--- src/rtl/mmio_map_pkg.sv ---
// Register map and status-bit layout shared by the MMIO peripheral unit and its FIFO.
// Byte addresses are word-aligned; anything else decodes as unmapped.
package mmio_map_pkg;

    localparam logic [7:0] ADDR_LED      = 8'h00;
    localparam logic [7:0] ADDR_IN_STAT  = 8'h04;
    localparam logic [7:0] ADDR_SEG      = 8'h08;
    localparam logic [7:0] ADDR_IN_DATA  = 8'h0C;
    localparam logic [7:0] ADDR_OUT_STAT = 8'h10;
    localparam logic [7:0] ADDR_CYCLE    = 8'h14;

    localparam int IN_STAT_NONEMPTY_BIT = 0;
    localparam int IN_STAT_COUNT_LSB    = 4;
    localparam int IN_STAT_COUNT_W      = 4;
    localparam int OUT_STAT_IDLE_BIT    = 0;
    localparam int OUT_STAT_DROP_BIT    = 1;

    typedef enum logic [2:0] {
        REG_NONE,
        REG_LED,
        REG_IN_STAT,
        REG_SEG,
        REG_IN_DATA,
        REG_OUT_STAT,
        REG_CYCLE
    } reg_sel_e;

endpackage

--- src/rtl/mmio_periph_unit_if.sv ---
// CPU IO bus plus LED/segment/switch handshake signals of the MMIO peripheral unit.
// The master side is the CPU/board environment, the slave side is the peripheral.
interface mmio_periph_unit_if #(
    parameter int ADDR_W = 8
);
    logic [ADDR_W-1:0] io_addr;
    logic [31:0]       io_dout;
    logic              io_we;
    logic              io_rd;
    logic [31:0]       io_din;
    logic [31:0]       led;
    logic [31:0]       seg_data;
    logic              seg_valid;
    logic              seg_ready;
    logic [31:0]       sw_data;
    logic              sw_valid;
    logic              sw_ready;

    modport master (
        output io_addr, io_dout, io_we, io_rd, seg_ready, sw_data, sw_valid,
        input  io_din, led, seg_data, seg_valid, sw_ready
    );

    modport slave (
        input  io_addr, io_dout, io_we, io_rd, seg_ready, sw_data, sw_valid,
        output io_din, led, seg_data, seg_valid, sw_ready
    );
endinterface

--- src/rtl/mmio_in_fifo.sv ---
// Synchronous FIFO for switch input words with a combinational head output (0 when empty).
// Push when full and pop when empty are ignored; pointers wrap modulo DEPTH.
module mmio_in_fifo #(
    parameter int DEPTH = 4
) (
    input  logic                     clk,
    input  logic                     rst,
    input  logic                     push,
    input  logic [31:0]              push_data,
    input  logic                     pop,
    output logic                     full,
    output logic                     empty,
    output logic [$clog2(DEPTH):0]   count,
    output logic [31:0]              head
);
    localparam int PTR_W = $clog2(DEPTH);
    localparam int CNT_W = PTR_W + 1;

    logic [31:0]      mem_q [DEPTH];
    logic [31:0]      mem_d [DEPTH];
    logic [PTR_W-1:0] wr_ptr_q, wr_ptr_d;
    logic [PTR_W-1:0] rd_ptr_q, rd_ptr_d;
    logic [CNT_W-1:0] count_q, count_d;
    logic             do_push, do_pop;

    assign full    = (count_q == CNT_W'(DEPTH));
    assign empty   = (count_q == '0);
    assign do_push = push & ~full;
    assign do_pop  = pop & ~empty;
    assign count   = count_q;
    assign head    = empty ? '0 : mem_q[rd_ptr_q];

    always_comb begin
        mem_d    = mem_q;
        wr_ptr_d = wr_ptr_q;
        rd_ptr_d = rd_ptr_q;
        if (do_push) begin
            mem_d[wr_ptr_q] = push_data;
            wr_ptr_d        = wr_ptr_q + PTR_W'(1);
        end
        if (do_pop) begin
            rd_ptr_d = rd_ptr_q + PTR_W'(1);
        end
        count_d = count_q + CNT_W'(do_push) - CNT_W'(do_pop);
    end

    // Storage carries no reset; validity is tracked by count/pointers alone.
    always_ff @(posedge clk) begin
        mem_q <= mem_d;
    end

    always_ff @(posedge clk) begin
        if (rst) begin
            wr_ptr_q <= '0;
            rd_ptr_q <= '0;
            count_q  <= '0;
        end else begin
            wr_ptr_q <= wr_ptr_d;
            rd_ptr_q <= rd_ptr_d;
            count_q  <= count_d;
        end
    end
endmodule

--- src/rtl/mmio_periph_unit.sv ---
// Memory-mapped LED/segment/switch peripheral on the CPU IO bus with same-cycle read data.
// Define MMIO_CYCLE_CNT_EN to build the free-running cycle counter at 0x14.
module mmio_periph_unit
    import mmio_map_pkg::*;
#(
    parameter int IN_DEPTH = 4,
    parameter int ADDR_W   = 8
) (
    input logic               clk,
    input logic               rst,
    mmio_periph_unit_if.slave bus
);
    localparam int CNT_W = $clog2(IN_DEPTH) + 1;

    reg_sel_e         sel;
    logic [31:0]      led_q, led_d;
    logic [31:0]      seg_data_q, seg_data_d;
    logic             seg_valid_q, seg_valid_d;
    logic             drop_q, drop_d;
    logic             fifo_full, fifo_empty, fifo_pop;
    logic [CNT_W-1:0] fifo_count;
    logic [31:0]      fifo_head;
    logic [31:0]      cycle_rd;

    always_comb begin
        sel = REG_NONE;
        if (bus.io_addr == ADDR_W'(ADDR_LED))           sel = REG_LED;
        else if (bus.io_addr == ADDR_W'(ADDR_IN_STAT))  sel = REG_IN_STAT;
        else if (bus.io_addr == ADDR_W'(ADDR_SEG))      sel = REG_SEG;
        else if (bus.io_addr == ADDR_W'(ADDR_IN_DATA))  sel = REG_IN_DATA;
        else if (bus.io_addr == ADDR_W'(ADDR_OUT_STAT)) sel = REG_OUT_STAT;
        else if (bus.io_addr == ADDR_W'(ADDR_CYCLE))    sel = REG_CYCLE;
    end

    assign fifo_pop = bus.io_rd & (sel == REG_IN_DATA);

    mmio_in_fifo #(
        .DEPTH (IN_DEPTH)
    ) u_in_fifo (
        .clk       (clk),
        .rst       (rst),
        .push      (bus.sw_valid),
        .push_data (bus.sw_data),
        .pop       (fifo_pop),
        .full      (fifo_full),
        .empty     (fifo_empty),
        .count     (fifo_count),
        .head      (fifo_head)
    );

    // sw_ready comes from registered count only, so a same-cycle pop never raises it.
    assign bus.sw_ready = ~fifo_full;

    always_comb begin
        led_d       = led_q;
        seg_data_d  = seg_data_q;
        seg_valid_d = seg_valid_q;
        drop_d      = drop_q;
        if (bus.io_we && sel == REG_LED) begin
            led_d = bus.io_dout;
        end
        // A write while the display is stalled is lost; one landing on the accept edge reloads.
        if (bus.io_we && sel == REG_SEG) begin
            if (seg_valid_q && !bus.seg_ready) begin
                drop_d = 1'b1;
            end else begin
                seg_data_d  = bus.io_dout;
                seg_valid_d = 1'b1;
            end
        end else if (seg_valid_q && bus.seg_ready) begin
            seg_valid_d = 1'b0;
        end
        if (bus.io_rd && sel == REG_OUT_STAT) begin
            drop_d = 1'b0;
        end
    end

    always_ff @(posedge clk) begin
        if (rst) begin
            led_q       <= '0;
            seg_data_q  <= '0;
            seg_valid_q <= 1'b0;
            drop_q      <= 1'b0;
        end else begin
            led_q       <= led_d;
            seg_data_q  <= seg_data_d;
            seg_valid_q <= seg_valid_d;
            drop_q      <= drop_d;
        end
    end

`ifdef MMIO_CYCLE_CNT_EN
    logic [31:0] cycle_q, cycle_d;

    always_comb begin
        cycle_d = cycle_q + 32'd1;
        if (bus.io_we && sel == REG_CYCLE) begin
            cycle_d = bus.io_dout;
        end
    end

    always_ff @(posedge clk) begin
        if (rst) begin
            cycle_q <= '0;
        end else begin
            cycle_q <= cycle_d;
        end
    end

    assign cycle_rd = cycle_q;
`else
    assign cycle_rd = '0;
`endif

    // Read data is not gated by io_rd so a load completes in the same cycle.
    always_comb begin
        bus.io_din = '0;
        case (sel)
            REG_IN_STAT: begin
                bus.io_din[IN_STAT_NONEMPTY_BIT] = ~fifo_empty;
                bus.io_din[IN_STAT_COUNT_LSB +: IN_STAT_COUNT_W] = IN_STAT_COUNT_W'(fifo_count);
            end
            REG_IN_DATA: bus.io_din = fifo_head;
            REG_OUT_STAT: begin
                bus.io_din[OUT_STAT_IDLE_BIT] = ~seg_valid_q;
                bus.io_din[OUT_STAT_DROP_BIT] = drop_q;
            end
            REG_CYCLE: bus.io_din = cycle_rd;
            default: bus.io_din = '0;
        endcase
    end

    assign bus.led       = led_q;
    assign bus.seg_data  = seg_data_q;
    assign bus.seg_valid = seg_valid_q;
endmodule

--- src/flat_wrapper.sv ---
// flat-port wrapper written by rule: the top's interface ports become plain ports
module mmio_periph_unit_flat import mmio_map_pkg::*;
#(
    parameter int IN_DEPTH = 4,
    parameter int ADDR_W   = 8
)
  (clk, rst, bus_io_addr, bus_io_dout, bus_io_we, bus_io_rd, bus_seg_ready, bus_sw_data, bus_sw_valid, bus_io_din, bus_led, bus_seg_data, bus_seg_valid, bus_sw_ready);
  mmio_periph_unit_if #(.ADDR_W(ADDR_W)) bus_i ();
  input logic clk;
  input logic rst;
  input wire logic [$bits(bus_i.io_addr)-1:0] bus_io_addr;
  input wire logic [$bits(bus_i.io_dout)-1:0] bus_io_dout;
  input wire logic [$bits(bus_i.io_we)-1:0] bus_io_we;
  input wire logic [$bits(bus_i.io_rd)-1:0] bus_io_rd;
  input wire logic [$bits(bus_i.seg_ready)-1:0] bus_seg_ready;
  input wire logic [$bits(bus_i.sw_data)-1:0] bus_sw_data;
  input wire logic [$bits(bus_i.sw_valid)-1:0] bus_sw_valid;
  output wire logic [$bits(bus_i.io_din)-1:0] bus_io_din;
  output wire logic [$bits(bus_i.led)-1:0] bus_led;
  output wire logic [$bits(bus_i.seg_data)-1:0] bus_seg_data;
  output wire logic [$bits(bus_i.seg_valid)-1:0] bus_seg_valid;
  output wire logic [$bits(bus_i.sw_ready)-1:0] bus_sw_ready;
  assign bus_i.io_addr = bus_io_addr;
  assign bus_i.io_dout = bus_io_dout;
  assign bus_i.io_we = bus_io_we;
  assign bus_i.io_rd = bus_io_rd;
  assign bus_i.seg_ready = bus_seg_ready;
  assign bus_i.sw_data = bus_sw_data;
  assign bus_i.sw_valid = bus_sw_valid;
  assign bus_io_din = bus_i.io_din;
  assign bus_led = bus_i.led;
  assign bus_seg_data = bus_i.seg_data;
  assign bus_seg_valid = bus_i.seg_valid;
  assign bus_sw_ready = bus_i.sw_ready;
  mmio_periph_unit #(.IN_DEPTH(IN_DEPTH), .ADDR_W(ADDR_W)) u_core (.clk(clk), .rst(rst), .bus(bus_i));
endmodule
--- config.mk ---
export PLATFORM = sky130hd
export DESIGN_NAME = mmio_periph_unit_flat
export DESIGN_NICKNAME = d
export VERILOG_FILES = /design/src/rtl/mmio_map_pkg.sv /design/src/rtl/mmio_periph_unit_if.sv /design/src/rtl/mmio_in_fifo.sv /design/src/rtl/mmio_periph_unit.sv /design/src/flat_wrapper.sv
export SDC_FILE = /design/constraint.sdc
export NUM_CORES = 1
export LEC_CHECK = 0
export CORE_ASPECT_RATIO = 1.75
export CORE_MARGIN = 3
export CORE_UTILIZATION = 51
export DETAILED_ROUTE_END_ITERATION = 8
export PLACE_DENSITY = 0.8
export SETUP_SLACK_MARGIN = 0.3
export SKIP_LAST_GASP = 1
export SYNTH_ARGS = -nofsm -noshare
export SYNTH_HDL_FRONTEND = slang
export SYNTH_SLANG_ARGS = --single-unit
export TNS_END_PERCENT = 20
--- constraint.sdc ---
create_clock -name clk -period 5.1 [get_ports clk]
set_input_delay 1.53 -clock clk [delete_from_list [all_inputs] [get_ports clk]]
set_output_delay 1.53 -clock clk [all_outputs]
set_load 0.01 [all_outputs]
==> flow_metrics.env <==
export IMPL_detail_route_vias_per_cell=5.80
export IMPL_yosys_area_top_type_share=0.465
export IMPL_pwr_cell_area_mw_per_mm2=325
export IMPL_finalSetupViolations=0
export IMPL_fin_worst_hold_slack_ps=473
export IMPL_final_cell_count_no_fill=947
export IMPL_total_leakage_power_nw=3.63
export IMPL_fin_worst_skew_ps=11.6
export IMPL_cts_tree="built"
export IMPL_placement_rows=61
export IMPL_antenna_left=0
export IMPL_path_delay_family="simple AND/OR/NAND/NOR gates"
export IMPL_grt_pass1_wl_um=31800
export IMPL_place_congestion=0.875
export IMPL_result_of_the_run="completed"
export IMPL_critical_path_max_stage_delay_ps=650
export IMPL_synth_area_leaders="edfxtp_1 46%, dfxtp_1 18%, mux4_2 8.7%, nand2b_1 4.9%, mux2i_1 3.9%"
export IMPL_postRouteWirelength_um=20500
export IMPL_routed_wl_met2_um=11100
export IMPL_worst_max_slew_pin_slew_ps=879
export IMPL_dr_wl_met3_um=1250
export IMPL_cts_max_path_buffers=3
export IMPL_synth_distinct_cells=41
export IMPL_place_detailed_instances=902
export IMPL_grt_antenna_before_repair=0
export IMPL_postSynthAreaPerCell_sq_um=14.5
export IMPL_first_iter_violations=271
export IMPL_postSynth_asyncResetShare=0
export IMPL_synth_cells=570
export IMPL_crit_buf_inv=2
export IMPL_fp_coreArea_sq_mm=0.0159
export IMPL_die_area_sq_mm=0.0178
export IMPL_max_cap_viol_count=0
export IMPL_place_detailed_hpwl_um=13100
export IMPL_cts_root_buf="clkbuf_16"
export IMPL_crit_slowest_cell="or4_1"
export IMPL_synth_area_sq_mm=0.00827
export IMPL_worstSetupEndpointType="output pin"
export IMPL_floorplan_io_pins=176
export IMPL_drt_met1_wl_um=7440
export IMPL_topRoutingLayerUsed="met4"
export IMPL_routed_wire_length_per_instance_um=21.6
export IMPL_synth_warnings=0
export IMPL_largest_net_degree_at_the_start_of_global_routing=60
export IMPL_grt_pass1_vias=5801
export IMPL_port_buffer_count=175
export IMPL_synth_nets=655
export IMPL_finalMaxSlewViolations=0
export IMPL_crit_path_max_fanout=4
export IMPL_synth_edf_count=128
export IMPL_areaGrowthSynthToFinish_pct=31.5
export IMPL_worstSkewPairLatency_ps=480
export IMPL_global_route_overflow_total=0
export IMPL_htreeDepth=1
export IMPL_fmax_mhz=207
export IMPL_post_route_cells_drive_above_1_share=0.195
export IMPL_synth_seq_cells=201
export IMPL_cts_buffers=19
export IMPL_maximum_vdd_ir_drop_v=0.000318
export IMPL_timing_critical_path_required_ps=3570
export IMPL_slew_limit_headroom=0.411
export IMPL_worst_setup_path_type="input port to output pin"
export IMPL_post_route_period_util=0.947
export IMPL_hold_path_class="flop to flop"
export IMPL_globalRouteTotalUtil=0.231
export IMPL_antennaDiodeCount=0
export IMPL_clock_pin_slew_on_the_worst_setup_and_hold_paths_ps=70
export IMPL_synth_top_area_cell="edfxtp_1"
export IMPL_detailedRoute_firstPassIterationCount=4
export IMPL_final_min_clock_period_ps=4830
export IMPL_starting_density=0.521
export IMPL_arrival_time_at_the_worst_endpoint_ps=3300
export IMPL_crit_path_cell_trace="clkdlybuf4s50_1, or4_1, nor3_1, a211o_1, buf_2"
export IMPL_flip_flop_cell_with_the_highest_count_after_synthesis="edfxtp_1"
export IMPL_hold_buffers=0
export IMPL_final_core_utilization=0.685
export IMPL_nNetsFinal=831
export IMPL_timing_critical_path_from_type="input port"
export IMPL_die_h_um=174
export IMPL_die_width_um=102
export IMPL_synth_seq_area_share=0.642
export IMPL_cts_num_sinks=201
export IMPL_report_final_hold_viol_count=0
export IMPL_drt_drc_violations_left=0
export IMPL_unrepaired_setup_endpoints_after_global_routing="yes"
export IMPL_via_count=5494
## final cells by class
type | count | area, sq um
clock inverters | 12 | 108
inverters | 5 | 18.8
well taps | 189 | 236
clock buffers | 21 | 483
multi-input cells | 315 | 2780
flip-flops and latches | 201 | 5310
fillers | 1099 | 5000
repair buffers | 204 | 1940
## Yosys cell counts, drive strengths merged, types with 5 or more instances
cell type and count:
mux4 32, clkbuf 36, mux2i 32, a21oi 34, o31ai 32, nand2b 65
ha 6, nor2b 6, inv 5, edfxtp 128, nand4 32, and2 28
dfxtp 73, buf 13, nor2 7
## kinds of logic after synthesis
kind of cell             after synthesis  share of synthesized area
flip-flops                           201                      0.642
AND/OR/NAND/NOR                      164                      0.128
AO/OA/AOI/OAI                         76                     0.0595
multiplexers                          66                      0.129
buffers and inverters                 54                     0.0281
adder cells (fa/ha/maj)                7                     0.0115
XOR/XNOR                               2                    0.00212
## timing repair
action | 4_1_cts | 5_1_grt
gates cloned | 4 | 0
gates resized for setup | 136 | 24
setup buffers | 8 | 0
endpoints found under the setup margin | 32 | 29
pin swaps | 3 | 4
## where the power goes
group          switching [mW]  leakage [nW]  internal, mW
combinational           0.170          1.59         0.140
clock                   0.575         0.281         0.783
sequential             0.0325          1.76          1.83
## tightest hold or removal path, stage by stage (launching register included)
cell and delay, ps:
dfxtp_1 310, o31ai_1 60, a21oi_1 50
## worst paths after layout
check	from	endpoint	cells after the start	slack, ps
worst max-delay path	bus_io_addr[5]	bus_io_din[0]	5	270
worst max register to register	u_core.u_in_fifo.count[1]	u_core.u_in_fifo.count[2]	14	1790
worst min-delay path	u_core.bus.led[16]	u_core.bus.led[16]	2	470
worst min register to register	u_core.bus.led[16]	u_core.bus.led[16]	2	470
## layer usage
metal / vias up / track usage
met4: 0 / 0.0898
li1: 2519 / -
met2: 222 / 0.409
met1: 2709 / 0.278
met3: 44 / 0.0365
met5: - / 0
## cells in the final DEF, fill, tap and decap left out, types with 19 or more instances in the layout
cell / netlist / routed
o31ai_1: 32 / 32
buf_4: 0 / 20
nand2b_1: 65 / 65
clkdlybuf4s50_1: 0 / 136
dfxtp_1: 73 / 72
buf_2: 6 / 26
mux4_2: 32 / 32
nand4_1: 32 / 32
mux2i_1: 32 / 32
edfxtp_1: 128 / 128
a21oi_1: 34 / 34
and2_1: 28 / 22
clkbuf_16: 0 / 19
## registers in the layout (all words and copies together), names as in the netlist
name                       flops
u_core.u_in_fifo.mem_q       128
u_core.bus.led                32
u_core.bus.seg_data           32
u_core.u_in_fifo.count         3
u_core.u_in_fifo.rd_ptr_q      2
u_core.u_in_fifo.wr_ptr_q      2
u_core.bus.seg_valid           1
u_core.drop_q                  1
## stage by stage
stage	total power [mW]	TNS [ps]	instance area, sq um	worst slack (ps)
after floorplan	2.05	0	8270	709
after global placement	2.18	-4790	10200	-285
after detailed placement	2.20	-5640	10200	-324
after CTS	3.55	0	10900	234
after global routing	3.64	0	10900	230
final	3.53	0	10900	271
No activity file was read; power rests on OpenSTA's default activity.
==> patch 1: new RTL, same settings <==
The option `MMIO_CYCLE_CNT_EN` is turned on by a define.
--- a/src/rtl/mmio_periph_unit.sv
+++ b/src/rtl/mmio_periph_unit.sv
@@ -1,5 +1,7 @@
 // Memory-mapped LED/segment/switch peripheral on the CPU IO bus with same-cycle read data.
 // Define MMIO_CYCLE_CNT_EN to build the free-running cycle counter at 0x14.
+`define MMIO_CYCLE_CNT_EN
+
 module mmio_periph_unit
     import mmio_map_pkg::*;
 #(
Formal check against the unedited RTL: not equivalent (a bounded check fails within 4 cycles, from zero or initial values and one cycle with rst high).
==> patch 1 against the original RTL <==
Core utilization is 1.0 points lower. Power is 15% higher. Combinational power is 2% lower. Sequential cell count is 32 higher. Global-route usage is 0.30 points lower. Wire length is 13% higher. Cell area is 12% higher. Sequential share of layout area hardly changed. Synthesized area is 14% higher. Worst setup slack better by 0.069 ns. Clock skew is 0.0034 ns higher. Hold slack worse by 0.020 ns. Critical path depth is 3 higher.
==> patch 1: results (changes against the original RTL) <==
metric,value,unit,change
Critical Path Source,bus_io_addr[1],,
WL met2,12100,um,+9.6%
routing usage on met2,39.9,%,-0.97 points
vias in the first global route,6454,,+11%
Setup WS pre-CTS,-0.390,ns,-0.0654 ns
met1 WL,8520,um,+15%
syn_area_per_cell,12.5,um2,-14%
WHS,0.453,ns,-0.0198 ns
Leakage,4.18,nW,+15%
Vias/cell,5.55,,-4.4%
first-pass GRT wire length,35600,um,+12%
Net Switching,878,uW,+13%
run status,"complete, no violations",,
clock period minus worst slack,4.76,ns,-0.0689 ns
R2R Setup Slk,2.56,ns,+0.77 ns
nets,1025,,+23%
iteration-0 DRC count of the detailed router,403,,+49%
Setup Buffers After CTS,9,,+1
total sequential power,2.14,mW,+14%
CP Data Arrival Time,3.23,ns,-0.07 ns
maximum VDD drop,0.314,mV,-1.1%
comb pwr,304,uW,-2%
synth cell count leaders,"nand2_1, edfxtp_1, dfxtp_1",,
HP Start,u_core.bus.led[7],,
layout cell share with drive strength beyond 1,15.6,%,-3.9 points
"top cells by area, synth","edfxtp_1, dfxtp_1, mux4_2, nand2_1, a21oi_1",,
RePlAce Congestion,0.799,,-8.7%
Gate power share,7.5,%,-1.3 points
post-detail-place hpwl,15500,um,+18%
Crit-path slowest cell,or4_4,,
placed cell area,11400,um2,+12%
worst skew pair latency,0.50,ns,+0.02 ns
[patch 1: cell count changes after synthesis, sizes merged, moves of 23 or more]
cell,unedited run,this run
a21oi,34,68
a22o,4,27
nand2b,65,1
and2,28,5
mux2i,32,3
o31ai,32,1
xor2,0,23
nor2,7,45
dfxtp,73,105
nand2,1,150
a211oi,1,31
[patch 1: area by class of cell]
class / count / area, um2
sequential: 233 / 5950
fill: 1369 / 5880
multi-input combinational: 466 / 3190
timing repair buffer: 210 / 2000
clock buffer: 25 / 582
tap: 234 / 293
clock inverter: 13 / 143
inverter: 7 / 26.3
[patch 1: logic make-up (layout without fill, tap and decap cells)]
family	count (synthesis)	in the layout	share of synthesized area, %
buffers and inverters	56	255	2.99
xor gates and xnor gates	35	35	3.26
adders and majority gates	8	8	1.14
muxes	35	35	7.98
DFF	233	233	63.2
and+or+nand+nor	254	254	12.3
AOI/OAI and AO/OA	134	134	9.15
==> patch 2: new RTL, config.mk and constraints unchanged <==
Made on the original files. `seg_data_q` no longer has a reset.
--- a/src/rtl/mmio_periph_unit.sv
+++ b/src/rtl/mmio_periph_unit.sv
@@ -78,15 +78,17 @@
     always_ff @(posedge clk) begin
         if (rst) begin
             led_q       <= '0;
-            seg_data_q  <= '0;
             seg_valid_q <= 1'b0;
             drop_q      <= 1'b0;
         end else begin
             led_q       <= led_d;
-            seg_data_q  <= seg_data_d;
             seg_valid_q <= seg_valid_d;
             drop_q      <= drop_d;
         end
+    end
+
+    always_ff @(posedge clk) begin
+        seg_data_q <= seg_data_d;
     end
 
 `ifdef MMIO_CYCLE_CNT_EN
Function: changed (a bounded check fails within 4 cycles, from zero or initial values and one cycle with rst high).
==> patch 2 against the original RTL <==
Register-to-register slack gained 0.66 ns. First-iteration DRC count shrank 3.0%. Synthesized area shrank 9.8%. Worst setup slack gained 0.017 ns. Count of clock-buffer cells in the layout grew 5. Sequential cell count is the same. Wire length shrank 20%. Critical endpoint is now bus_io_din[13]. Highest routed layer unchanged. Clock skew shrank 0.00063 ns. Power shrank 0.52%. Sequential power grew 3%. Global-route usage shrank 2.6 points. Synthesized cell count shrank 22%. Cell area shrank 6.4%.
==> patch 2: results (changes against the original RTL) <==
metric,value,unit,change
maximum VDD drop,0.295,mV,-7.1%
iteration-0 DRC count of the detailed router,263,,-3.0%
library cells used by synthesis,32,,-22%
Critical Path Source,bus_io_addr[6],,
post-detail-place hpwl,10700,um,-19%
Final Skew,0.0110,ns,-0.000628 ns
nets,724,,-13%
critical path endpoint,bus_io_din[13],,
Post-synth EDFFs,160,,+25%
run status,"complete, no violations",,
CP top delay family,buffers and inverters,,
"top cells by area, synth","edfxtp_1, dfxtp_1, mux4_2, nand2_1, a21oi_1",,
FF-to-FF path depth,9,,-5
Leakage,3.44,nW,-5.5%
syn_area_per_cell,16.8,um2,+16%
R2R Setup Slk,2.45,ns,+0.66 ns
Routed WL,16500,um,-20%
vias in the first global route,4836,,-17%
Worst-Margin Slew,1.00,ns,+0.120 ns
CP Max Fanout,6,,+2
CP Data Arrival Time,3.28,ns,-0.02 ns
CTS buffer count,18,,-1
placed cell area,9500,um2,-7.0%
synth cell count leaders,"edfxtp_1, nand2_1, dfxtp_1",,
Vias,4464,,-19%
Setup WS pre-CTS,-0.160,ns,+0.165 ns
Crit path largest cell delay,0.40,ns,-0.25 ns
final worst path period share,94.4,%,-0.33 points
layout cell share with drive strength beyond 1,18.6,%,-0.94 points
patch 2: cell count changes in the layout (fill, tap and decap cells not counted), sizes merged, moves of 4 or more:
cell / change
buf: -14
clkdlybuf4s15: +7
dfxtp: -32
dlygate4sd2: +5
edfxtp: +32
mux2i: -32
nand2: +67
nand2b: -63
nand4: -32
nor2: -4
o31ai: -32
patch 2: cell families (layout without fill, tap and decap cells):
| family | after synthesis | count (layout) | synth area share, % |
|---|---|---|---|
| multiplexers | 32 | 32 | 9.66 |
| AND/OR/NAND/NOR | 125 | 125 | 8.34 |
| AO/OA/AOI/OAI | 44 | 44 | 3.20 |
| adder cells (fa/ha/maj) | 7 | 7 | 1.27 |
| XOR/XNOR | 4 | 4 | 0.470 |
| buffers and inverters | 31 | 238 | 1.63 |
| flip-flops | 201 | 201 | 75.4 |
patch 2: area by class of cell:
type / instances / area [um2]
sequential: 201 / 5630
fill: 900 / 3950
timing repair buffer: 198 / 1950
multi-input combinational: 212 / 1750
clock buffer: 26 / 543
tap: 177 / 221
clock inverter: 6 / 42.5
inverter: 8 / 30.0
patch 2: power by group through the flow:
| stage | Clock [mW] | Sequential (mW) | Combinational (mW) |
|---|---|---|---|
| 2_1_floorplan | 0 | 1.95 | 0.137 |
| 3_3_place_gp | 0 | 1.95 | 0.266 |
| 3_5_place_dp | 0 | 1.96 | 0.275 |
| 4_1_cts | 1.34 | 1.93 | 0.280 |
| 5_1_grt | 1.41 | 1.94 | 0.302 |
| 6_report | 1.31 | 1.93 | 0.277 |
patch 2: how the worst min path moves through the flow:
stage	from	endpoint	slack, ns	depth (start not counted)
global route	u_core.bus.led[4]	u_core.bus.led[4]	0.48	2
finish	u_core.bus.led[4]	u_core.bus.led[4]	0.46	2
floorplan	u_core.drop_q	u_core.drop_q	0.44	2
CTS	u_core.bus.led[26]	u_core.bus.led[26]	0.46	2
detailed placement	u_core.bus.led[26]	u_core.bus.led[26]	0.45	2
global placement	u_core.bus.led[7]	u_core.bus.led[7]	0.44	2
patch 2: timing repair:
| item | CTS | global route |
|---|---|---|
| resized for setup | 127 | 1 |
| pin swaps | 3 | 0 |
| setup endpoints to repair | 32 | 9 |
| gates cloned | 3 | 0 |
| setup buffers | 6 | 0 |
patch 2: metrics by stage:
step	setup TNS, ns	cells	hold slack, ns
floorplan	0	444	0.443
global placement	-3.33	787	0.443
detailed placement	-3.93	787	0.448
CTS	0	828	0.457
global route	0	828	0.481
finish	0	828	0.458
patch 2: metal layers:
layer	vias up	track usage [%]	part of all wire (%)
met2	198	37.7	55
met3	34	4.37	7.3
met4	0	7.29	2.8
met1	2176	23.4	35
met5	-	0	0
li1	2056	-	-
